File: src/rtl/hydro_peak_pkg.sv
// Shared types and helpers for the hydrophone peak detector.
// The magnitude helper is only referenced when PEAK_ABS_EN is defined.
package hydro_peak_pkg;

  typedef enum logic {
    ACCUM = 1'b0,
    STALL = 1'b1
  } state_e;

  // Each input beat carries this many channels, low lane first.
  localparam int LANES = 2;

  function automatic int lane_of(input int ch);
    return ch % LANES;
  endfunction

  function automatic int beat_of(input int ch);
    return ch / LANES;
  endfunction

  // |x| of a w-bit value held sign-extended in 64 bits; the most negative code saturates.
  function automatic logic [63:0] sat_abs(input logic [63:0] x, input int w);
    logic [63:0] most_neg;
    most_neg = {64{1'b1}} << (w - 1);
    if (!x[63]) return x;
    if (x == most_neg) return ~most_neg;
    return ~x + 64'd1;
  endfunction

endpackage

File: src/rtl/peak_channel.sv
// One channel's running peak and the frame index where it occurred.
// PEAK_ABS_EN selects saturated magnitude compare instead of signed compare.
module peak_channel
  import hydro_peak_pkg::*;
#(
  parameter int SAMPLE_W = 16,
  parameter int IDX_W    = 9
) (
  input  logic                clk,
  input  logic                rst_n,
  input  logic                update_i,
  input  logic                first_i,
  input  logic [SAMPLE_W-1:0] sample_i,
  input  logic [IDX_W-1:0]    idx_i,
  output logic [SAMPLE_W-1:0] peak_o,
  output logic [IDX_W-1:0]    idx_o,
  output logic [SAMPLE_W-1:0] peak_nxt_o,
  output logic [IDX_W-1:0]    idx_nxt_o
);

  logic [SAMPLE_W-1:0] key;
  logic [SAMPLE_W-1:0] peak_q, peak_d;
  logic [IDX_W-1:0]    idx_q, idx_d;

`ifdef PEAK_ABS_EN
  logic [63:0] mag;
  assign mag = sat_abs({{(64-SAMPLE_W){sample_i[SAMPLE_W-1]}}, sample_i}, SAMPLE_W);
  assign key = mag[SAMPLE_W-1:0];
`else
  assign key = sample_i;
`endif

  // Strictly greater keeps the earliest frame on ties; magnitudes never set the sign bit.
  always_comb begin
    peak_d = peak_q;
    idx_d  = idx_q;
    if (update_i && (first_i || ($signed(key) > $signed(peak_q)))) begin
      peak_d = key;
      idx_d  = idx_i;
    end
  end

  always_ff @(posedge clk) begin
    if (!rst_n) begin
      peak_q <= '0;
      idx_q  <= '0;
    end else begin
      peak_q <= peak_d;
      idx_q  <= idx_d;
    end
  end

  assign peak_o     = peak_q;
  assign idx_o      = idx_q;
  assign peak_nxt_o = peak_d;
  assign idx_nxt_o  = idx_d;

endmodule

File: src/rtl/hydro_peak_detector.sv
// Windowed per-channel peak detector over a two-lane sample stream.
// Define PEAK_ABS_EN to track saturated magnitudes instead of signed samples.
module hydro_peak_detector
  import hydro_peak_pkg::*;
#(
  parameter int NUM_CH        = 4,
  parameter int SAMPLE_W      = 16,
  parameter int WINDOW_FRAMES = 500,
  parameter int IDX_W         = $clog2(WINDOW_FRAMES)
) (
  input  logic                       s_axis_aclk,
  input  logic                       s_axis_aresetn,
  input  logic [2*SAMPLE_W-1:0]      s_axis_tdata,
  input  logic                       s_axis_tvalid,
  output logic                       s_axis_tready,
  input  logic                       s_axis_tlast,
  output logic [NUM_CH*SAMPLE_W-1:0] m_axis_tdata,
  output logic [NUM_CH*IDX_W-1:0]    m_axis_tuser,
  output logic                       m_axis_tvalid,
  input  logic                       m_axis_tready,
  output logic                       m_axis_tlast,
  output logic                       frame_err
);

  localparam int NUM_BEATS = NUM_CH / LANES;
  localparam int BEAT_W    = (NUM_BEATS > 1) ? $clog2(NUM_BEATS) : 1;
  localparam logic [BEAT_W-1:0] LAST_BEAT  = BEAT_W'(NUM_BEATS - 1);
  localparam logic [IDX_W-1:0]  LAST_FRAME = IDX_W'(WINDOW_FRAMES - 1);

  state_e                     state_q, state_d;
  logic [BEAT_W-1:0]          beat_q, beat_d;
  logic [IDX_W-1:0]           frame_q, frame_d;
  logic                       m_valid_q, m_valid_d;
  logic [NUM_CH*SAMPLE_W-1:0] m_data_q, m_data_d;
  logic [NUM_CH*IDX_W-1:0]    m_user_q, m_user_d;
  logic                       frame_err_q, frame_err_d;
  logic                       accept, win_done, last_beat;

  logic [NUM_CH*SAMPLE_W-1:0] trk_val, trk_val_nxt;
  logic [NUM_CH*IDX_W-1:0]    trk_idx, trk_idx_nxt;

  assign s_axis_tready = s_axis_aresetn && (state_q != STALL);
  assign accept        = s_axis_tvalid && s_axis_tready;
  assign last_beat     = (beat_q == LAST_BEAT);

  for (genvar gi = 0; gi < NUM_CH; gi++) begin : g_ch
    peak_channel #(
      .SAMPLE_W (SAMPLE_W),
      .IDX_W    (IDX_W)
    ) u_ch (
      .clk        (s_axis_aclk),
      .rst_n      (s_axis_aresetn),
      .update_i   (accept && (beat_q == BEAT_W'(beat_of(gi)))),
      .first_i    (frame_q == '0),
      .sample_i   (s_axis_tdata[lane_of(gi)*SAMPLE_W +: SAMPLE_W]),
      .idx_i      (frame_q),
      .peak_o     (trk_val[gi*SAMPLE_W +: SAMPLE_W]),
      .idx_o      (trk_idx[gi*IDX_W +: IDX_W]),
      .peak_nxt_o (trk_val_nxt[gi*SAMPLE_W +: SAMPLE_W]),
      .idx_nxt_o  (trk_idx_nxt[gi*IDX_W +: IDX_W])
    );
  end

  // A tlast that disagrees with the beat position is an error either way; only tlast counts a frame.
  always_comb begin
    beat_d      = beat_q;
    frame_d     = frame_q;
    frame_err_d = 1'b0;
    win_done    = 1'b0;
    if (accept) begin
      frame_err_d = (s_axis_tlast != last_beat);
      beat_d      = (s_axis_tlast || last_beat) ? '0 : beat_q + BEAT_W'(1);
      if (s_axis_tlast) begin
        if (frame_q == LAST_FRAME) begin
          frame_d  = '0;
          win_done = 1'b1;
        end else begin
          frame_d = frame_q + IDX_W'(1);
        end
      end
    end
  end

  // ACCUM loads from the trackers' next values so the closing beat is included;
  // STALL reloads from the frozen tracker snapshot.
  always_comb begin
    state_d   = state_q;
    m_valid_d = m_valid_q;
    m_data_d  = m_data_q;
    m_user_d  = m_user_q;
    if (m_valid_q && m_axis_tready) m_valid_d = 1'b0;
    case (state_q)
      ACCUM: begin
        if (win_done) begin
          if (!m_valid_q || m_axis_tready) begin
            m_valid_d = 1'b1;
            m_data_d  = trk_val_nxt;
            m_user_d  = trk_idx_nxt;
          end else begin
            state_d = STALL;
          end
        end
      end
      STALL: begin
        if (m_axis_tready) begin
          m_valid_d = 1'b1;
          m_data_d  = trk_val;
          m_user_d  = trk_idx;
          state_d   = ACCUM;
        end
      end
      default: state_d = ACCUM;
    endcase
  end

  always_ff @(posedge s_axis_aclk) begin
    if (!s_axis_aresetn) begin
      state_q     <= ACCUM;
      beat_q      <= '0;
      frame_q     <= '0;
      m_valid_q   <= 1'b0;
      m_data_q    <= '0;
      m_user_q    <= '0;
      frame_err_q <= 1'b0;
    end else begin
      state_q     <= state_d;
      beat_q      <= beat_d;
      frame_q     <= frame_d;
      m_valid_q   <= m_valid_d;
      m_data_q    <= m_data_d;
      m_user_q    <= m_user_d;
      frame_err_q <= frame_err_d;
    end
  end

  assign m_axis_tdata  = m_data_q;
  assign m_axis_tuser  = m_user_q;
  assign m_axis_tvalid = m_valid_q;
  assign m_axis_tlast  = m_valid_q;
  assign frame_err     = frame_err_q;

endmodule

File: config.mk
export PLATFORM = sky130hd
export DESIGN_NAME = hydro_peak_detector
export DESIGN_NICKNAME = d
export VERILOG_FILES = /design/src/rtl/hydro_peak_pkg.sv /design/src/rtl/peak_channel.sv /design/src/rtl/hydro_peak_detector.sv
export SDC_FILE = /design/constraint.sdc
export NUM_CORES = 1
export LEC_CHECK = 0
export CORE_AREA = 4 4 151 153
export DETAILED_ROUTE_END_ITERATION = 16
export DIE_AREA = 0 0 155 157
export PLACE_DENSITY = 0.77
export RECOVER_POWER = 50
export SLEW_MARGIN = 5
export SYNTH_ARGS = -nofsm -noshare
export SYNTH_HDL_FRONTEND = slang
export SYNTH_SLANG_ARGS = --single-unit
File: constraint.sdc
create_clock -name s_axis_aclk -period 5.5 [get_ports s_axis_aclk]
set_input_delay 1.1 -clock s_axis_aclk [delete_from_list [all_inputs] [get_ports s_axis_aclk]]
set_output_delay 1.1 -clock s_axis_aclk [all_outputs]
set_load 0.005 [all_outputs]
# ---- Yosys cells after proc, flatten, opt, wreduce, memory -nomap -nowiden
# Cells that the tools add are included.
dict set report op_classes {
  addsub 2
  n_lt_le_gt_ge 4
  eq_ne 5
  muxes 30
  n_bitwise 2
  n_reduce_logical 20
}
# cell n
set op_table {}
lappend op_table {{$mux W64} 3}
lappend op_table {{$pmux W64 S2} 1}
lappend op_table {{$mux W36} 3}
lappend op_table {{$pmux W36 S2} 1}
lappend op_table {{$gt A16 B16 Y1} 4}
lappend op_table {{$mux W16} 4}
lappend op_table {{$mux W9} 5}
lappend op_table {{$mux W1} 11}
lappend op_table {{$add A9 B1 Y9 const B} 1}
lappend op_table {{$eq A9 B9 Y1 const B} 1}
lappend op_table {{$logic_and A1 B1 Y1} 9}
lappend op_table {{$logic_not A9 Y1} 1}
lappend op_table {{$logic_or A1 B1 Y1} 6}
lappend op_table {{$ne A2 B2 Y1 const B} 2}
lappend op_table {{$pmux W1 S2} 2}
lappend op_table {{$reduce_and A2 Y1} 2}
lappend op_table {{$reduce_and A3 Y1} 1}
lappend op_table {{$ne A2 B1 Y1 const B} 1}
lappend op_table {{$not A1 Y1} 2}
lappend op_table {{$add A1 B1 Y1 const B} 1}
lappend op_table {{$logic_not A1 Y1} 1}
lappend op_table {{$ne A1 B1 Y1} 1}
dict set report totals {
  reg_bits 213
  input_bits 37
  out_inout_bits 104
  word_cells 78
}

# ---- Logic depth before layout (Yosys ltp)
dict set report depth {
  ltp_word 9
  depth_mapped 11
  depth_no_buf 9
}

# ---- Modules after synthesis
# A second synthesis with hierarchy kept.
dict set report unflattened {
  cells_unflattened 1185
  area_unflattened_um2 12140.4
}
# module n_inst cells_each area_per_inst_um2
set by_module_without_submodules {}
lappend by_module_without_submodules {hydro_peak_detector 1 545 5511.5}
lappend by_module_without_submodules {{peak_channel at g_ch[0].u_ch ...} 3 148 1594.0}
lappend by_module_without_submodules {{peak_channel at g_ch[3].u_ch} 1 196 1846.8}

# ---- Least setup slack after synthesis
# Ideal clock, no wire load.
dict set report synth_timing {
  kind {input port to flip-flop}
  from {in s_axis_tdata[5]}
  to {reg m_user_q[20] (netlist: m_axis_tuser[20])}
  setup_time_ns 0.076
  t_arrival_ns 3.095
  required_ns 5.424
  path_slack_ns 2.330
  path_stages 9
  n_path_buf 1
  path_cell_list {ha_1 a21o_1 a21o_1 a221o_1 a221o_1 o21bai_1 clkbuf_1 nand3_1 a21boi_0}
}
dict set report synth_via {
  elab_chain_cells 7
}
# item line_no
set synth_rtl {}
lappend synth_rtl {{start: declaration} hydro_peak_detector.sv:13} ;# input logic [2*SAMPLE_W-1:0] s_axis_tdata,
lappend synth_rtl {{$gt A16 B16 Y1} peak_channel.sv:37} ;# if (update_i && (first_i || ($signed(key) > $signed(peak_q)))) begin
lappend synth_rtl {{$logic_or A1 B1 Y1} peak_channel.sv:37}
lappend synth_rtl {{$logic_and A1 B1 Y1} peak_channel.sv:37}
lappend synth_rtl {{$mux W9} peak_channel.sv:37}
lappend synth_rtl {{$mux W36} hydro_peak_detector.sv:95} ;# if (!m_valid_q || m_axis_tready) begin
lappend synth_rtl {{$mux W36} hydro_peak_detector.sv:94} ;# if (win_done) begin
lappend synth_rtl {{$pmux W36 S2} hydro_peak_detector.sv:92} ;# case (state_q)
lappend synth_rtl {{end signal: assignment} hydro_peak_detector.sv:131} ;# m_user_q <= m_user_d;
lappend synth_rtl {{end: declaration} hydro_peak_detector.sv:35} ;# logic [NUM_CH*IDX_W-1:0] m_user_q, m_user_d;
# No other way between the ends. The select of a mux whose other input is x is not followed.
# A chain may end at the register's enable or synchronous reset.

# ---- Worst setup path after layout
dict set report layout_timing {
  from {in s_axis_tdata[31]}
  to {reg m_data_q[49] (netlist: m_axis_tdata[49])}
}
dict set report layout_via {
  elab_chain_cells 7
}
# item line_no
set layout_rtl {}
lappend layout_rtl {{$gt A16 B16 Y1} peak_channel.sv:37}
lappend layout_rtl {{$logic_or A1 B1 Y1} peak_channel.sv:37}
lappend layout_rtl {{$logic_and A1 B1 Y1} peak_channel.sv:37}
lappend layout_rtl {{$mux W16} peak_channel.sv:37}
lappend layout_rtl {{$mux W64} hydro_peak_detector.sv:95}
lappend layout_rtl {{$mux W64} hydro_peak_detector.sv:94}
lappend layout_rtl {{$pmux W64 S2} hydro_peak_detector.sv:92}
lappend layout_rtl {{end signal: assignment} hydro_peak_detector.sv:130} ;# m_data_q <= m_data_d;
lappend layout_rtl {{end: declaration} hydro_peak_detector.sv:34} ;# logic [NUM_CH*SAMPLE_W-1:0] m_data_q, m_data_d;
# No other way between the ends. The select of a mux whose other input is x is not followed.

==> key figures <==
Worst setup path
  • Delay of the slowest critical-path stage: 1310 ps
  • Critical Path Start: s_axis_tdata[31]
  • Crit-path max FO: 32
  • Crit Reg-Reg Startpoint: frame_q[0]
  • Worst setup path class: in2reg
  • Worst path required time: 5830 ps
  • Worst path arrival time: 4690 ps
  • WP buf/inv: 1
  • Most common cell on crit path: o21ai_0
  • CP top delay family: multiplexers
  • Slowest CP cell: mux2_1
  • CP Cell Sequence: dlygate4sd3_1 -> ha_1 -> nand3_1 -> nor4_1 -> a41oi_2 -> o21ai_0 -> mux2_1 -> mux2i_1 -> o21ai_0
  • Critical path launch point type: primary input
  • Crit end category: flip-flop

Placement
  • RePlAce Congestion: 0.8333
  • Port bufs: 140
  • Detailed placement HPWL: 15900 um
  • Place WS: 1059 ps
  • Cell Area, Placed: between 0.01 and 0.015 mm^2

Logic synthesis
  • Syn. warnings: 0
  • Post-synthesis register bit count: 213
  • Synth Cell Area: 0.009555 mm^2
  • Top-count cell post-synth: dfxtp_1
  • Post-synth EDFFs: 0
  • Seq/Total Area, Yosys: 44.62%
  • Post-Syn Instances: ~1100
  • Synthesized Nets: 1186
  • Top cells by area, synth: dfxtp_1 45%, ha_1 8.8%, mux2i_1 8.1%, nor2b_1 6.5%, nand2_1 6.1%
  • Async SR Flop Fraction: 0%
  • Synthesized area per cell: 8.831 um^2
  • Dominant cell type by area after synthesis: dfxtp_1
  • Synth cell types: 52
  • Top cell type's share of synthesized area: roughly 45%
  • Commonest cells in the netlist: 213 x dfxtp_1, 155 x nand2_1, 99 x nor2b_1
  • Main synth FF type: dfxtp_1

Run status
  • Failing checks: max-capacitance violations, max-slew violations
  • Outcome: finished with violations

CTS
  • Clock transition at the registers of the reported paths: 60 ps
  • Clock sinks: 213
  • Root Buffer: clkbuf_16
  • CTS Hold Buffers Added: 0
  • Post-CTS Resized: 0
  • Setup Fix Bufs, Post-CTS: 0
  • Worst-skew pair later-pin latency: 500 ps
  • TritonCTS Buffers: 23
  • CTS H-tree depth: 1
  • Max clock buf depth: 3
  • TritonCTS clock tree: yes

Final layout
  • Final #Nets: ~1300
  • P&R area growth vs syn: 23.36%
  • # fillers: around 1900
  • Share of post-route cells with drive strength above 1: around 4.2%
  • Design area: 0.01179 mm^2

Floorplan
  • Initial Util: ~44%
  • Die Ht: 157 um
  • Die ar.: around 0.024 mm^2
  • Core area: 0.02155 mm^2
  • IO Count: between 100 and 150
  • Row count: 54
  • Die X: 155 um

STA
  • Slew @ Worst Pin: 1696 ps
  • Relative slew slack: -13.36%
  • Final Worst Setup Slack: 1146 ps
  • Clock skew: 11.75 ps
  • TNS Setup: 0 ps
  • Max Transition Viols Final: 65
  • Final Hold Viols: 0
  • Crit path time final: around 4400 ps
  • Fmax: 229.7 MHz
  • Final setup viols: 0
  • RSZ-0062 raised after global routing: no
  • Hold slack: 441.5 ps
  • Post-route clock period utilization: about 79%

Power and ir drop
  • LEAKAGE: 5.057 nW
  • Peak supply drop: between 0.15 and 0.2 mV
  • Total Power: 3.361 mW
  • PwrDens: 285.1 mW/mm^2

Flow run
  • Maximum capacitance violations: 2

Global route
  • First-pass GRT wire length: between 30000 and 40000 um
  • Largest net degree at the start of global routing: 88
  • Initial antenna violation count: 1
  • Vias in the first global route: 7560
  • Gr usage total: 18.89%
  • Grt total ovfl: 0

Route
  • Avg WL per Cell: 15.77 um
  • Residual DRC count: 0
  • Routed vias: 7735
  • Final ANT Viol Nets: 0
  • Drt via density: 5.237
  • DR iter-0 viols: 316
  • DR pass1 iterations: 5
  • Final WL: around 23000 um

Hold path
  • Worst min path class: reg2reg
  • Min-delay src: m_axis_tdata[11]
==> cells in the final DEF (no fill, tap or decap), types with 37 or more instances in the layout <==
master and count:
mux2i_1 77, nand2_1 154, dfxtp_1 213, inv_1 69, nand3_1 39, dlygate4sd3_1 107
o21ai_0 71, a21oi_1 37, ha_1 67, nor2b_1 99
==> cell type report <==
| type | count | area (um^2) | area share [%] |
|---|---|---|---|
| Multi-Input combinational cell | 732 | 4730 | 40.12 |
| Sequential cell | 213 | 4264 | 36.17 |
| Inverter | 69 | 259.0 | 2.197 |
| Clock buffer | 30 | 651.9 | 5.530 |
| Timing Repair Buffer | 146 | 1444 | 12.25 |
| Clock inverter | 6 | 86.33 | 0.7324 |
| Tap cell | 280 | 350.3 | 2.972 |
| Antenna cell | 1 | 2.502 | 0.02123 |
==> kinds of logic (layout without fill, tap and decap cells) <==
kind of cell | after synthesis | after routing | synth area share, %
compound gates | 200 | 200 | 11.98
other cells | 0 | 1 | 0
xor+xnor | 7 | 7 | 0.6416
buf+inv | 137 | 251 | 6.128
mux | 78 | 78 | 8.223
simple gates | 380 | 380 | 19.63
fa+ha+maj | 67 | 67 | 8.773
flops | 213 | 213 | 44.62
==> flip-flops by register name (all words and copies together) (netlist names) <==
name / cells
beat_q: 1
m_axis_tlast: 1
g_ch.u_ch.peak_o: 64
g_ch.u_ch.idx_o: 36
state_q: 1
m_axis_tdata: 64
m_axis_tuser: 36
frame_q: 9
frame_err: 1
==> metrics by stage <==
stage          cells  utilization, %
2_1_floorplan   1082               -
3_3_place_gp    1440           51.28
3_5_place_dp    1440           51.28
4_1_cts         1476           54.71
5_1_grt         1476           54.68
6_report        1477           54.69
==> worst reg2reg max path, delay by kind of cell, from the launching register on <==
family / cells / cell delay [ps]
muxes: 1 / 580
AOI/OAI and AO/OA: 3 / 500
and+or+nand+nor: 3 / 1840
DFF: 1 / 390
adders and majority gates: 1 / 150
buffers and inverters: 1 / 150
==> routing by layer <==
| layer | global-route usage (%) | routed length, um | vias to the layer above |
|---|---|---|---|
| met5 | 0 | 20 | - |
| met4 | 5.467 | 597 | 2 |
| met3 | 3.739 | 1312 | 43 |
| met2 | 31.41 | 10560 | 200 |
| met1 | 25.07 | 10810 | 3632 |
| li1 | - | - | 3858 |
==> power breakdown <==
part / switching, mW / internal, mW
clock network: 0.598 / 0.918
logic: 0.152 / 0.118
registers: 0.0122 / 1.56
==> worst paths after layout <==
| path | endpoint | slack [ps] | depth (start not counted) |
|---|---|---|---|
| setup reg to reg | m_axis_tuser[10] | 1740 | 9 |
| hold / removal | m_axis_tdata[11] | 440 | 2 |
| setup / recovery | m_axis_tdata[49] | 1150 | 9 |
| hold reg to reg | m_axis_tdata[11] | 440 | 2 |
(Power assumes the default switching activity.)
